$ cat src/rtl/led_blinker_multi.sv
// ---------------------------------------------------------------------------
// led_blinker_multi
//   Multi-channel LED sequencer. Each of NB_CH channels owns a programmable
//   half-period and a mode (off / on / blink / one-shot pulse). A global
//   sync input restarts the phase of every blinking channel, and each channel
//   reports a one-cycle tick whenever its LED toggles or a one-shot ends.
//
// Ports:
//   sys_clk    in   system clock
//   sys_rst_n  in   asynchronous active-low reset
//   cfg_we     in   one-cycle configuration write strobe
//   cfg_ch     in   target channel of the write (out-of-range writes ignored)
//   cfg_mode   in   00 off, 01 on, 10 blink, 11 one-shot
//   cfg_half   in   half-period in cycles (0 behaves as 1)
//   sync_i     in   restart phase of all blinking channels
//   led_o      out  registered LED drive, one bit per channel
//   tick_o     out  one-cycle pulse on every LED toggle / one-shot end
//   busy_o     out  high while a one-shot pulse is in progress
// ---------------------------------------------------------------------------
module led_blinker_multi #(
  parameter int          NB_CH        = 4,
  parameter int          CNT_W        = 27,
  parameter int unsigned DEFAULT_HALF = 100000000,
  localparam int         CH_W         = (NB_CH > 1) ? $clog2(NB_CH) : 1
) (
  input  logic             sys_clk,
  input  logic             sys_rst_n,
  input  logic             cfg_we,
  input  logic [CH_W-1:0]  cfg_ch,
  input  logic [1:0]       cfg_mode,
  input  logic [CNT_W-1:0] cfg_half,
  input  logic             sync_i,
  output logic [NB_CH-1:0] led_o,
  output logic [NB_CH-1:0] tick_o,
  output logic [NB_CH-1:0] busy_o
);

  typedef enum logic [1:0] {
    MODE_OFF     = 2'b00,
    MODE_ON      = 2'b01,
    MODE_BLINK   = 2'b10,
    MODE_ONESHOT = 2'b11
  } mode_e;

  localparam logic [CNT_W-1:0] HALF_RST = CNT_W'(DEFAULT_HALF);

  mode_e            r_mode [NB_CH];
  logic [CNT_W-1:0] r_half [NB_CH];
  logic [CNT_W-1:0] r_cnt  [NB_CH];
  logic [NB_CH-1:0] r_led;
  logic [NB_CH-1:0] r_tick;
  logic [NB_CH-1:0] r_busy;

  mode_e            w_mode_nxt [NB_CH];
  logic [CNT_W-1:0] w_half_nxt [NB_CH];
  logic [CNT_W-1:0] w_cnt_nxt  [NB_CH];
  logic [CNT_W-1:0] w_last_cnt [NB_CH];
  logic [NB_CH-1:0] w_led_nxt;
  logic [NB_CH-1:0] w_tick_nxt;
  logic [NB_CH-1:0] w_busy_nxt;

  // Next-state logic. Priority per channel: config write, then sync (blink
  // channels only), then normal mode behaviour. A half-period of zero is
  // treated as one, so the terminal count is always reachable.
  always_comb begin
    w_led_nxt  = r_led;
    w_tick_nxt = '0;
    w_busy_nxt = r_busy;
    for (int i = 0; i < NB_CH; i++) begin
      w_mode_nxt[i] = r_mode[i];
      w_half_nxt[i] = r_half[i];
      w_cnt_nxt[i]  = r_cnt[i];
      w_last_cnt[i] = (r_half[i] == '0) ? '0 : r_half[i] - CNT_W'(1);

      if (cfg_we && (int'(cfg_ch) == i)) begin
        // Start value of the LED is 1 for on and one-shot, i.e. mode bit 0.
        w_mode_nxt[i] = mode_e'(cfg_mode);
        w_half_nxt[i] = cfg_half;
        w_cnt_nxt[i]  = '0;
        w_led_nxt[i]  = cfg_mode[0];
        w_busy_nxt[i] = (cfg_mode == 2'b11);
      end else if (sync_i && (r_mode[i] == MODE_BLINK)) begin
        w_cnt_nxt[i] = '0;
        w_led_nxt[i] = 1'b0;
      end else begin
        case (r_mode[i])
          MODE_OFF: begin
            w_cnt_nxt[i]  = '0;
            w_led_nxt[i]  = 1'b0;
            w_busy_nxt[i] = 1'b0;
          end
          MODE_ON: begin
            w_cnt_nxt[i]  = '0;
            w_led_nxt[i]  = 1'b1;
            w_busy_nxt[i] = 1'b0;
          end
          MODE_BLINK: begin
            w_busy_nxt[i] = 1'b0;
            if (r_cnt[i] == w_last_cnt[i]) begin
              w_cnt_nxt[i]  = '0;
              w_led_nxt[i]  = ~r_led[i];
              w_tick_nxt[i] = 1'b1;
            end else begin
              w_cnt_nxt[i] = r_cnt[i] + CNT_W'(1);
            end
          end
          MODE_ONESHOT: begin
            if (r_cnt[i] == w_last_cnt[i]) begin
              w_cnt_nxt[i]  = '0;
              w_led_nxt[i]  = 1'b0;
              w_busy_nxt[i] = 1'b0;
              w_tick_nxt[i] = 1'b1;
              w_mode_nxt[i] = MODE_OFF;
            end else begin
              w_cnt_nxt[i]  = r_cnt[i] + CNT_W'(1);
              w_led_nxt[i]  = 1'b1;
              w_busy_nxt[i] = 1'b1;
            end
          end
          default: begin
            w_cnt_nxt[i] = '0;
          end
        endcase
      end
    end
  end

  // State registers; reset aborts any pulse and returns every channel to
  // blinking at the default half-period.
  always_ff @(posedge sys_clk or negedge sys_rst_n) begin
    if (!sys_rst_n) begin
      for (int i = 0; i < NB_CH; i++) begin
        r_mode[i] <= MODE_BLINK;
        r_half[i] <= HALF_RST;
        r_cnt[i]  <= '0;
      end
      r_led  <= '0;
      r_tick <= '0;
      r_busy <= '0;
    end else begin
      for (int i = 0; i < NB_CH; i++) begin
        r_mode[i] <= w_mode_nxt[i];
        r_half[i] <= w_half_nxt[i];
        r_cnt[i]  <= w_cnt_nxt[i];
      end
      r_led  <= w_led_nxt;
      r_tick <= w_tick_nxt;
      r_busy <= w_busy_nxt;
    end
  end

  assign led_o  = r_led;
  assign tick_o = r_tick;
  assign busy_o = r_busy;

endmodule

$ cat config.mk
export PLATFORM = sky130hd
export DESIGN_NAME = led_blinker_multi
export DESIGN_NICKNAME = d
export VERILOG_FILES = /design/src/rtl/led_blinker_multi.sv
export SDC_FILE = /design/constraint.sdc
export NUM_CORES = 1
export LEC_CHECK = 0
export BUFFER_PORTS_ARGS = -buffer_cell sky130_fd_sc_hd__clkbuf_2
export CORE_ASPECT_RATIO = 1.4
export CORE_UTILIZATION = 28
export CTS_CLUSTER_DIAMETER = 30
export CTS_CLUSTER_SIZE = 40
export DETAILED_ROUTE_END_ITERATION = 6
export GPL_TIMING_DRIVEN = 1
export SYNTH_ARGS = -nofsm -noshare
export SYNTH_HDL_FRONTEND = slang
export SYNTH_SLANG_ARGS = --single-unit
$ cat constraint.sdc
create_clock -name sys_clk -period 5.7 [get_ports sys_clk]
set_input_delay 1.14 -clock sys_clk [delete_from_list [all_inputs] [get_ports sys_clk]]
set_output_delay 1.14 -clock sys_clk [all_outputs]
set_load 0.01 [all_outputs]
==> run_results.csv, run 1 <==
group,metric,value,unit
logic_synthesis,syn_area_per_cell,8.32,um2
critical_path,slowest_stage,"or4b_2",
critical_path,path_cells,"inv_1, ha_1, or3b_2, o41ai_1, o21ai_0, or4b_2, o311ai_0, o2111ai_1, or4_1, or4_1, a2111oi_0, nand3b_1",
sta,rsz0062_at_grt,"false",
global_route,grt-ovfl-total,0,
route,drt_iter0_drc,942,
global_route,grt_pass1_wl,73700,um
logic_synthesis,syn-cell-area,15300,um2
placed_design,place_area,16100,um2
sta,whs,0.472,ns
critical_path,cp_data_required_time,6.18,ns
logic_synthesis,syn_inst,1844,
placed_design,gp_congestion,0.884,
sta,slew_viol_final,0,
final_layout,final_area,18000,um2
critical_path,crit_top_cell,"or4_1",
sta,finalCritPeriodShare,85.1,%
clocking,cts_tree,"done",
logic_synthesis,ys.warnings.count,0,
route,routed_wirelength,46100,um
sta,final-hold-violation-count,0,
floorplanning,initial_utilization,28.3,%
sta,max_clock_freq,206,MHz
global_route,antenna_found_initial,3,
logic_synthesis,synth_edf_count,0,
sta,period_minus_slack,4.85,ns
logic_synthesis,synth_nets,1887,
route,first_pass_iters,5,
clocking,cts_buffers,49,
critical_path,crit_type,"reg2reg",
clocking,post_cts_buffers,0,
floorplanning,io_pins,47,
route,vias_per_cell,5.24,
final_layout,layout-drive-gt1-share,13.6,%
logic_synthesis,ys_types,83,
clocking,postCtsHoldBufs,0,
final_layout,area_growth,17.1,%
sta,finClkSkew,0.0196,ns
critical_path,crit_arrival,5.33,ns
power_and_ir_drop,peakVddDrop,0.000325,V
logic_synthesis,yosys_most_used_dff,"dfrtp_1",
clocking,clkSinkCount,236,
clocking,insertion_delay,0.56,ns
logic_synthesis,synthArstFlopShare,100,%
route,ant_nets,0,
clocking,htree_levels,2,
clocking,cts_resized,0,
floorplanning,die-height,279,um
logic_synthesis,synthTopCellsByArea,"dfrtp_1, dfstp_2, nand2_1",
placed_design,dp.final_hpwl,33300,um
logic_synthesis,ys_ff_latch,236,
route,wire_per_inst,17.7,um
critical_path,crit_family,"simple AND/OR/NAND/NOR gates",
critical_path,max_stage_delay,0.64,ns
run,drv_cap,0,
route,drcViolationCount,0,
logic_synthesis,synth_top_area_share,30.0,%
logic_synthesis,synth_top_area_cell,"dfrtp_1",
critical_path,cp_max_fo,9,
sta,worst_pin_slew,1.13,ns
floorplanning,coreArea,54200,um2
global_route,grt_max_degree,122,
clocking,clock-root-buffer,"clkbuf_16",
logic_synthesis,synth-seq-area-share,38.9,%
sta,setup_viol,0,
sta,setup_tns,0,ns
clocking,clkTransAtPathRegs,0.05,ns
route,vias,13600,
critical_path,end_kind,"flop",
critical_path,crit_path_start_kind,"flop",
placed_design,port-buffer-count,46,
power_and_ir_drop,p_leak,7.12,nW
clocking,clockBufferDepth,3,
final_layout,layout.nets,1884,
power_and_ir_drop,pwr_density_cell,350,nW/um2
global_route,grt_pass1_vias,13500,
global_route,grt_usage,16.7,%
run_status,status,"complete, no violations",
worst_hold_path,hp-class,"reg2reg",
critical_path,crit_buf_inv,1,
floorplanning,num_rows,101,
floorplanning,die_x,200,um
sta,slew_headroom,24.0,%
floorplanning,die_area,55700,um2
==> layer usage <==
| layer | GRT usage [%] | share of wire, % | vias to the layer above |
|---|---|---|---|
| met5 | 0 | 0.085 | - |
| met4 | 6.87 | 3.7 | 6 |
| met3 | 2.84 | 4.9 | 111 |
| met1 | 20.9 | 43 | 6703 |
| met2 | 28.1 | 49 | 358 |
| li1 | - | - | 6466 |
==> cell type report <==
| class | instances | area (um2) |
|---|---|---|
| Fill cell | 5622 | 36200 |
| Multi-Input combinational cell | 1442 | 8700 |
| Tap cell | 721 | 902 |
| Inverter | 54 | 203 |
| Sequential cell | 236 | 5970 |
| Clock buffer | 65 | 1420 |
| Clock inverter | 27 | 420 |
| Antenna cell | 1 | 2.50 |
| Timing Repair Buffer | 58 | 343 |
==> synth_stat cells (16+ instances only) <==
library cell / count
nand3_1: 82
inv_1: 54
dfrtp_1: 184
dfstp_2: 52
nor3_1: 49
nand2_1: 316
nor2_1: 217
o21ai_0: 63
o211ai_1: 16
nand4_1: 22
o31ai_1: 16
mux2i_1: 18
a21oi_1: 29
clkbuf_1: 88
or3_1: 27
xnor2_1: 114
and3_1: 37
mux2_2: 29
nor4_1: 45
or4_1: 35
xor2_1: 84
==> stage by stage <==
stage / util [%] / total power, mW / cells / setup slack (ns)
4_1_cts: 33.1 / 6.35 / 2603 / 0.885
3_5_place_dp: 29.7 / 3.17 / 2511 / 0.940
6_report: 33.1 / 6.30 / 2604 / 0.852
3_3_place_gp: 29.7 / 3.14 / 2511 / 0.993
2_1_floorplan: - / 2.84 / 1844 / 1.52
5_1_grt: 33.1 / 6.56 / 2603 / 0.602
==> cell families (layout without fill, tap and decap cells) <==
group | Yosys count | count (layout) | share of synthesized area, %
adders and majority gates | 8 | 8 | 0.652
muxes | 47 | 47 | 3.30
buffers and inverters | 166 | 204 | 4.40
AOI/OAI and AO/OA | 250 | 250 | 11.3
other | 0 | 1 | 0
xor gates and xnor gates | 200 | 200 | 11.6
and+or+nand+nor | 937 | 937 | 29.8
DFF | 236 | 236 | 38.9
==> power breakdown <==
part           total [mW]  leakage [nW]  internal, mW  switching, mW
clock                3.14         0.889          2.13           1.01
combinational        1.02          3.23         0.423          0.594
sequential           2.14          3.00          1.88          0.260
==> cells in the final DEF (no fill, tap or decap), types with 8 or more instances in the layout <==
master and n:
bufinv_16 8, xnor2_1 114, nor4_1 45, a211oi_1 11, nand3b_1 13, buf_4 11
nor4b_1 8, xor2_1 84, inv_1 54, or2_2 12, mux2i_1 18, nand2_1 316
nor3_1 49, o31ai_1 16, dfstp_2 52, o22ai_1 9, clkbuf_2 45, nor2b_1 8
a21oi_1 29, nor2_1 216, nor3b_1 9, o21ai_0 63, nand2b_1 12, o211ai_1 16
clkbuf_16 51, and3_1 37, mux2_2 29, and2_1 9, or4_1 35, or3_1 27
clkbuf_8 9, nand3_1 82, ha_1 8, a31oi_1 11, dfrtp_1 184, nand4_1 22
==> tightest hold or removal path, cell delays in order (launching register included) <==
cell     delay [ns]
dfstp_2        0.37
nand2_1        0.05
nand2_1        0.04
==> state kept, by name, summed over array words and instances (netlist names) <==
register / cells
r_cnt: 108
led_o: 4
r_mode: 8
r_half: 108
tick_o: 4
busy_o: 4
==> path summary, 6_finish.rpt <==
| path | depth (start not counted) | from | slack (ns) | to |
|---|---|---|---|---|
| max | 12 | r_half[54] | 0.85 | led_o[1] |
| min reg2reg | 2 | r_half[99] | 0.47 | r_half[99] |
| min | 2 | r_half[99] | 0.47 | r_half[99] |
| min in group asynchronous | 1 | sys_rst_n | 0.66 | r_cnt[70] |
| max in group asynchronous | 2 | sys_rst_n | 3.78 | r_cnt[81] |
| max reg2reg | 12 | r_half[54] | 0.85 | led_o[1] |
Note: power is estimated with default switching activity, not from simulation.
==> inputs of run 2 (changes only) <==
--- a/config.mk
+++ b/config.mk
@@ -12,6 +12,7 @@
 export CTS_CLUSTER_SIZE = 40
 export DETAILED_ROUTE_END_ITERATION = 6
 export GPL_TIMING_DRIVEN = 1
+export RECOVER_POWER = 100
 export SYNTH_ARGS = -nofsm -noshare
 export SYNTH_HDL_FRONTEND = slang
 export SYNTH_SLANG_ARGS = --single-unit
==> run 2 against run 1 <==
  * The run now ends with max-capacitance violations, max-slew violations left
  * Combinational power barely moved
  * Critical path depth grew 1
  * Clock power about the same
  * Worst setup slack got worse by 0.11 ns
  * Register-to-register slack got worse by 0.11 ns
  * Final area is 0.34% lower
  * Final cell count unchanged
  * Sequential power about the same
  * Flip-flop and latch count unchanged
  * Count of clock-buffer cells in the layout is the same
  * Wire length is essentially flat
  * Non-clock buffer count unchanged
  * Critical endpoint is now r_cnt[74]
  * Largest power group unchanged
==> run_results.csv, run 2 (synthesis gave the netlist of run 1 again) <==
group,metric,value,unit
run_status,status,"complete, but fails checks",
run_status,violations,"max-capacitance violations, max-slew violations",
critical_path,slowest_stage,"or4b_2",
final_layout,largest_registers,"r_cnt x108, r_half x108, r_mode x8",
critical_path,path_cells,"inv_1, ha_1, or3b_2, o41ai_1, o21ai_0, or4b_2, o311ai_0, o2111ai_1, or4_1, or2_2, nand2b_1, clkbuf_2, nor2_1",
worst_hold_path,min-delay-start,"r_half[99]",
clocking,cts_tree,"done",
worst_hold_path,hold-path-cell-count,2,
critical_path,crit_arrival,5.36,ns
floorplanning,die_area,55700,um2
clocking,post_cts_buffers,0,
final_layout,layout-drive-gt1-share,12.5,%
clocking,clockBufferDepth,3,
sta,finClkSkew,0.0201,ns
route,wire_per_inst,17.7,um
sta,whs,0.470,ns
critical_path,crit_buf_inv,2,
global_route,antenna_found_initial,3,
final_layout,layout.nets,1884,
critical_path,cp_data_required_time,6.10,ns
sta,max_clock_freq,202,MHz
route,routed_wirelength,46100,um
global_route,grt_usage,16.7,%
clocking,cts_resized,0,
route,vias_per_cell,5.23,
clocking,clock-root-buffer,"clkbuf_16",
floorplanning,initial_utilization,28.3,%
final_layout,final_common_cell,"nand2_1",
clocking,insertion_delay,0.56,ns
floorplanning,die_x,200,um
floorplanning,io_pins,47,
route,drt_iter0_drc,953,
clocking,postCtsHoldBufs,0,
sta,worst_pin_slew,3.10,ns
critical_path,end_kind,"flop",
clocking,clkTransAtPathRegs,0.05,ns
critical_path,r2r_cells,13,
sta,slew_viol_final,154,
floorplanning,num_rows,101,
route,vias,13600,
run,drv_cap,2,
sta,slew_headroom,-107,%
clocking,clkSinkCount,236,
worst_hold_path,hp-class,"reg2reg",
sta,final-hold-violation-count,0,
sta,rsz0062_at_grt,"false",
sta,setup_tns,0,ns
global_route,grt_pass1_vias,13500,
global_route,grt_max_degree,122,
placed_design,gp_congestion,0.884,
final_layout,layout_common_cells,"nand2_1, nor2_1, dfrtp_1, xnor2_1, xor2_1",
final_layout,area_growth,16.7,%
global_route,grt-ovfl-total,0,
critical_path,cp.depth,13,
critical_path,crit_type,"reg2reg",
clocking,cts_buffers,49,
sta,period_minus_slack,4.96,ns
placed_design,port-buffer-count,46,
route,drcViolationCount,0,
floorplanning,coreArea,54200,um2
sta,setup_viol,0,
power_and_ir_drop,pwr_density_cell,351,nW/um2
critical_path,crit_start,"r_half[54]",
clocking,htree_levels,2,
route,first_pass_iters,5,
power_and_ir_drop,p_leak,7.05,nW
route,ant_nets,0,
floorplanning,die-height,279,um
critical_path,crit_path_start_kind,"flop",
sta,finalCritPeriodShare,87.0,%
critical_path,rr_startpoint,"r_half[54]",
critical_path,crit_family,"simple AND/OR/NAND/NOR gates",
placed_design,dp.final_hpwl,33300,um
global_route,grt_pass1_wl,73700,um
critical_path,max_stage_delay,0.64,ns
power_and_ir_drop,peakVddDrop,0.000325,V
critical_path,cp_max_fo,27,
-- run 2: final timing paths --
kind | to | slack (ns)
max in group asynchronous | r_cnt[105] | 2.30
min | r_half[99] | 0.47
max | r_cnt[74] | 0.74
min reg2reg | r_half[99] | 0.47
min in group asynchronous | r_cnt[70] | 1.56
max reg2reg | r_cnt[74] | 0.74
-- run 2: power by group --
part           internal (mW)  switching, mW  leakage (nW)
Combinational          0.417          0.592          3.16
Clock                   2.13           1.01         0.889
Sequential              1.88          0.260          3.00
Total                   4.43           1.86          7.05
-- run 2: through the flow --
stage | area [um2] | util, % | setup WS (ns) | cells | power [mW]
2_1_floorplan | 15300 | - | 1.52 | 1844 | 2.84
3_3_place_gp | 16100 | 29.7 | 0.993 | 2511 | 3.14
3_5_place_dp | 16100 | 29.7 | 0.940 | 2511 | 3.17
4_1_cts | 18000 | 33.1 | 0.885 | 2603 | 6.35
5_1_grt | 17900 | 33.0 | 0.335 | 2603 | 6.55
6_report | 17900 | 33.0 | 0.739 | 2604 | 6.29
-- run 2: routing by layer --
metal	track usage, %	share of wire [%]	up-vias
met5	0	0.085	-
li1	-	-	6471
met2	28.1	49	364
met3	2.84	4.5	115
met1	20.9	43	6660
met4	6.87	3.7	6
-- run 2: worst reg2reg max path: stages, from the launching register on --
cell and delay, ns:
dfrtp_1 0.42, inv_1 0.10, ha_1 0.20, or3b_2 0.57, o41ai_1 0.46, o21ai_0 0.28, or4b_2 0.64, o311ai_0 0.19
o2111ai_1 0.25, or4_1 0.64, or2_2 0.36, nand2b_1 0.08, clkbuf_2 0.47, nor2_1 0.14
-- run 2: area by class of cell --
| class | instances | area (um2) |
|---|---|---|
| Antenna cell | 1 | 2.50 |
| Inverter | 54 | 203 |
| Fill cell | 5635 | 36300 |
| Tap cell | 721 | 902 |
| Clock inverter | 27 | 420 |
| Timing Repair Buffer | 58 | 293 |
| Multi-Input combinational cell | 1442 | 8690 |
| Clock buffer | 65 | 1420 |
| Sequential cell | 236 | 5970 |
==> inputs of run 3 (changes only) <==
--- a/config.mk
+++ b/config.mk
@@ -6,7 +6,6 @@
 export NUM_CORES = 1
 export LEC_CHECK = 0
 export BUFFER_PORTS_ARGS = -buffer_cell sky130_fd_sc_hd__clkbuf_2
-export CORE_ASPECT_RATIO = 1.4
 export CORE_UTILIZATION = 28
 export CTS_CLUSTER_DIAMETER = 30
 export CTS_CLUSTER_SIZE = 40
==> run 3 against run 2 <==
  * The flow still finishes with violations (max-capacitance violations, max-slew violations)
  * Critical path type unchanged
  * Wire length fell by 1.1%
  * Die area barely moved
  * Via count rose by 0.73%
  * Maximum frequency barely moved
  * Flip-flop and latch count did not move
  * Critical endpoint is now r_cnt[4]
  * Sequential power barely moved
  * Combinational power barely moved
==> run_results.csv, run 3 (synthesis gave the netlist of run 1 again) <==
group,metric,value,unit
clocking,clock-root-buffer,"clkbuf_16",
power_and_ir_drop,peakVddDrop,0.000231,V
critical_path,crit_family,"simple AND/OR/NAND/NOR gates",
final_layout,layout_common_cells,"nand2_1, nor2_1, dfrtp_1, xnor2_1, xor2_1",
clocking,cts_buffers,58,
sta,whs,0.472,ns
sta,setup_viol,0,
sta,final-hold-violation-count,0,
floorplanning,die_area,55700,um2
final_layout,layout.nets,1896,
critical_path,crit_arrival,5.41,ns
clocking,clkTransAtPathRegs,0.05,ns
route,drcViolationCount,0,
floorplanning,die-height,236,um
floorplanning,coreArea,54000,um2
route,routed_wirelength,45600,um
clocking,cts_tree,"done",
global_route,antenna_found_initial,0,
global_route,grt_pass1_wl,73700,um
final_layout,layout-drive-gt1-share,13.8,%
worst_hold_path,hp-class,"reg2reg",
clocking,post_cts_buffers,0,
floorplanning,initial_utilization,28.4,%
global_route,grt_pass1_vias,13300,
final_layout,largest_registers,"r_cnt x108, r_half x108, r_mode x8",
run,drv_cap,2,
global_route,grt.busiest_layer,"met2",
run_status,status,"complete, but fails checks",
clocking,insertion_delay,0.60,ns
placed_design,dp.final_hpwl,32700,um
clocking,postCtsHoldBufs,0,
floorplanning,num_rows,85,
critical_path,end_kind,"flop",
route,first_pass_iters,5,
sta,finalCritPeriodShare,87.0,%
run_status,violations,"max-capacitance violations, max-slew violations",
critical_path,slowest_stage,"or4_1",
sta,finClkSkew,0.0164,ns
final_layout,final_core_util,33.5,%
placed_design,gp_congestion,0.884,
critical_path,path_cells,"or4_1, or4_1, nor4_1, xnor2_1, a2111o_1, nor4_1, o2111a_1, nand4_1, nand2b_1, clkbuf_2, nor2_1",
clocking,htree_levels,2,
sta,setup_tns,0,ns
sta,rsz0062_at_grt,"false",
global_route,grt_max_degree,120,
sta,period_minus_slack,4.96,ns
clocking,cts_resized,0,
route,wire_per_inst,17.5,um
sta,slew_headroom,-102,%
sta,worst_pin_slew,3.03,ns
global_route,grt-ovfl-total,0,
clocking,clkSinkCount,236,
route,drt_iter0_drc,1034,
floorplanning,io_pins,47,
final_layout,area_growth,18.0,%
placed_design,port-buffer-count,46,
critical_path,cp_max_fo,27,
route,vias,13700,
global_route,met2_usage,26.7,%
global_route,grt_use_met3,3.09,%
global_route,use_met1,22.3,%
clocking,clockBufferDepth,3,
sta,max_clock_freq,202,MHz
final_layout,final_common_cell,"nand2_1",
critical_path,crit_path_start_kind,"flop",
route,vias_per_cell,5.28,
critical_path,crit_buf_inv,1,
power_and_ir_drop,pwr_density_cell,363,nW/um2
route,ant_nets,0,
floorplanning,die_x,236,um
critical_path,crit_type,"reg2reg",
global_route,grt_usage,16.4,%
sta,slew_viol_final,156,
critical_path,max_stage_delay,0.77,ns
power_and_ir_drop,p_leak,7.17,nW
critical_path,cp_data_required_time,6.15,ns
==> run 3: report_power, final <==
| part | internal (mW) | leakage [nW] | switching [mW] |
|---|---|---|---|
| clock network | 2.30 | 0.985 | 1.11 |
| logic | 0.418 | 3.18 | 0.596 |
| registers | 1.88 | 3.00 | 0.260 |
==> run 3: routing by layer <==
metal  wire, um  share of wire (%)
met5          0                  0
met4        989                2.2
met3       2820                6.2
met2      20900                 46
met1      20800                 46
==> run 3: layout make-up <==
cell class	instances	area, um2
Clock buffer	66	1540
Multi-Input combinational cell	1442	8690
Fill cell	5555	35900
Sequential cell	236	5970
Inverter	54	203
Timing Repair Buffer	61	320
Tap cell	696	871
Antenna cell	1	2.50
Clock inverter	44	498
==> run 3: worst paths after layout <==
check | slack [ns] | to | depth (start not counted) | start
min reg2reg | 0.47 | r_half[99] | 2 | r_half[99]
max in group asynchronous | 2.41 | r_cnt[105] | 1 | sys_rst_n
min | 0.47 | r_half[99] | 2 | r_half[99]
max | 0.74 | r_cnt[4] | 11 | r_half[5]
max reg2reg | 0.74 | r_cnt[4] | 11 | r_half[5]
min in group asynchronous | 1.50 | r_cnt[63] | 1 | sys_rst_n
==> run 3: metrics by stage <==
step           instance area, um2  setup WS, ns  std cells  total power [mW]
2_1_floorplan               15300          1.52       1844              2.84
3_3_place_gp                16100          1.21       2489              3.15
3_5_place_dp                16100          1.12       2489              3.17
4_1_cts                     18200          1.06       2599              6.63
5_1_grt                     18100         0.425       2599              6.87
6_report                    18100         0.738       2600              6.57
==> run 3: tightest hold or removal path, cell delays in order, from the launching register on <==
cell and delay, ns:
dfstp_2 0.37, nand2_1 0.05, nand2_1 0.05
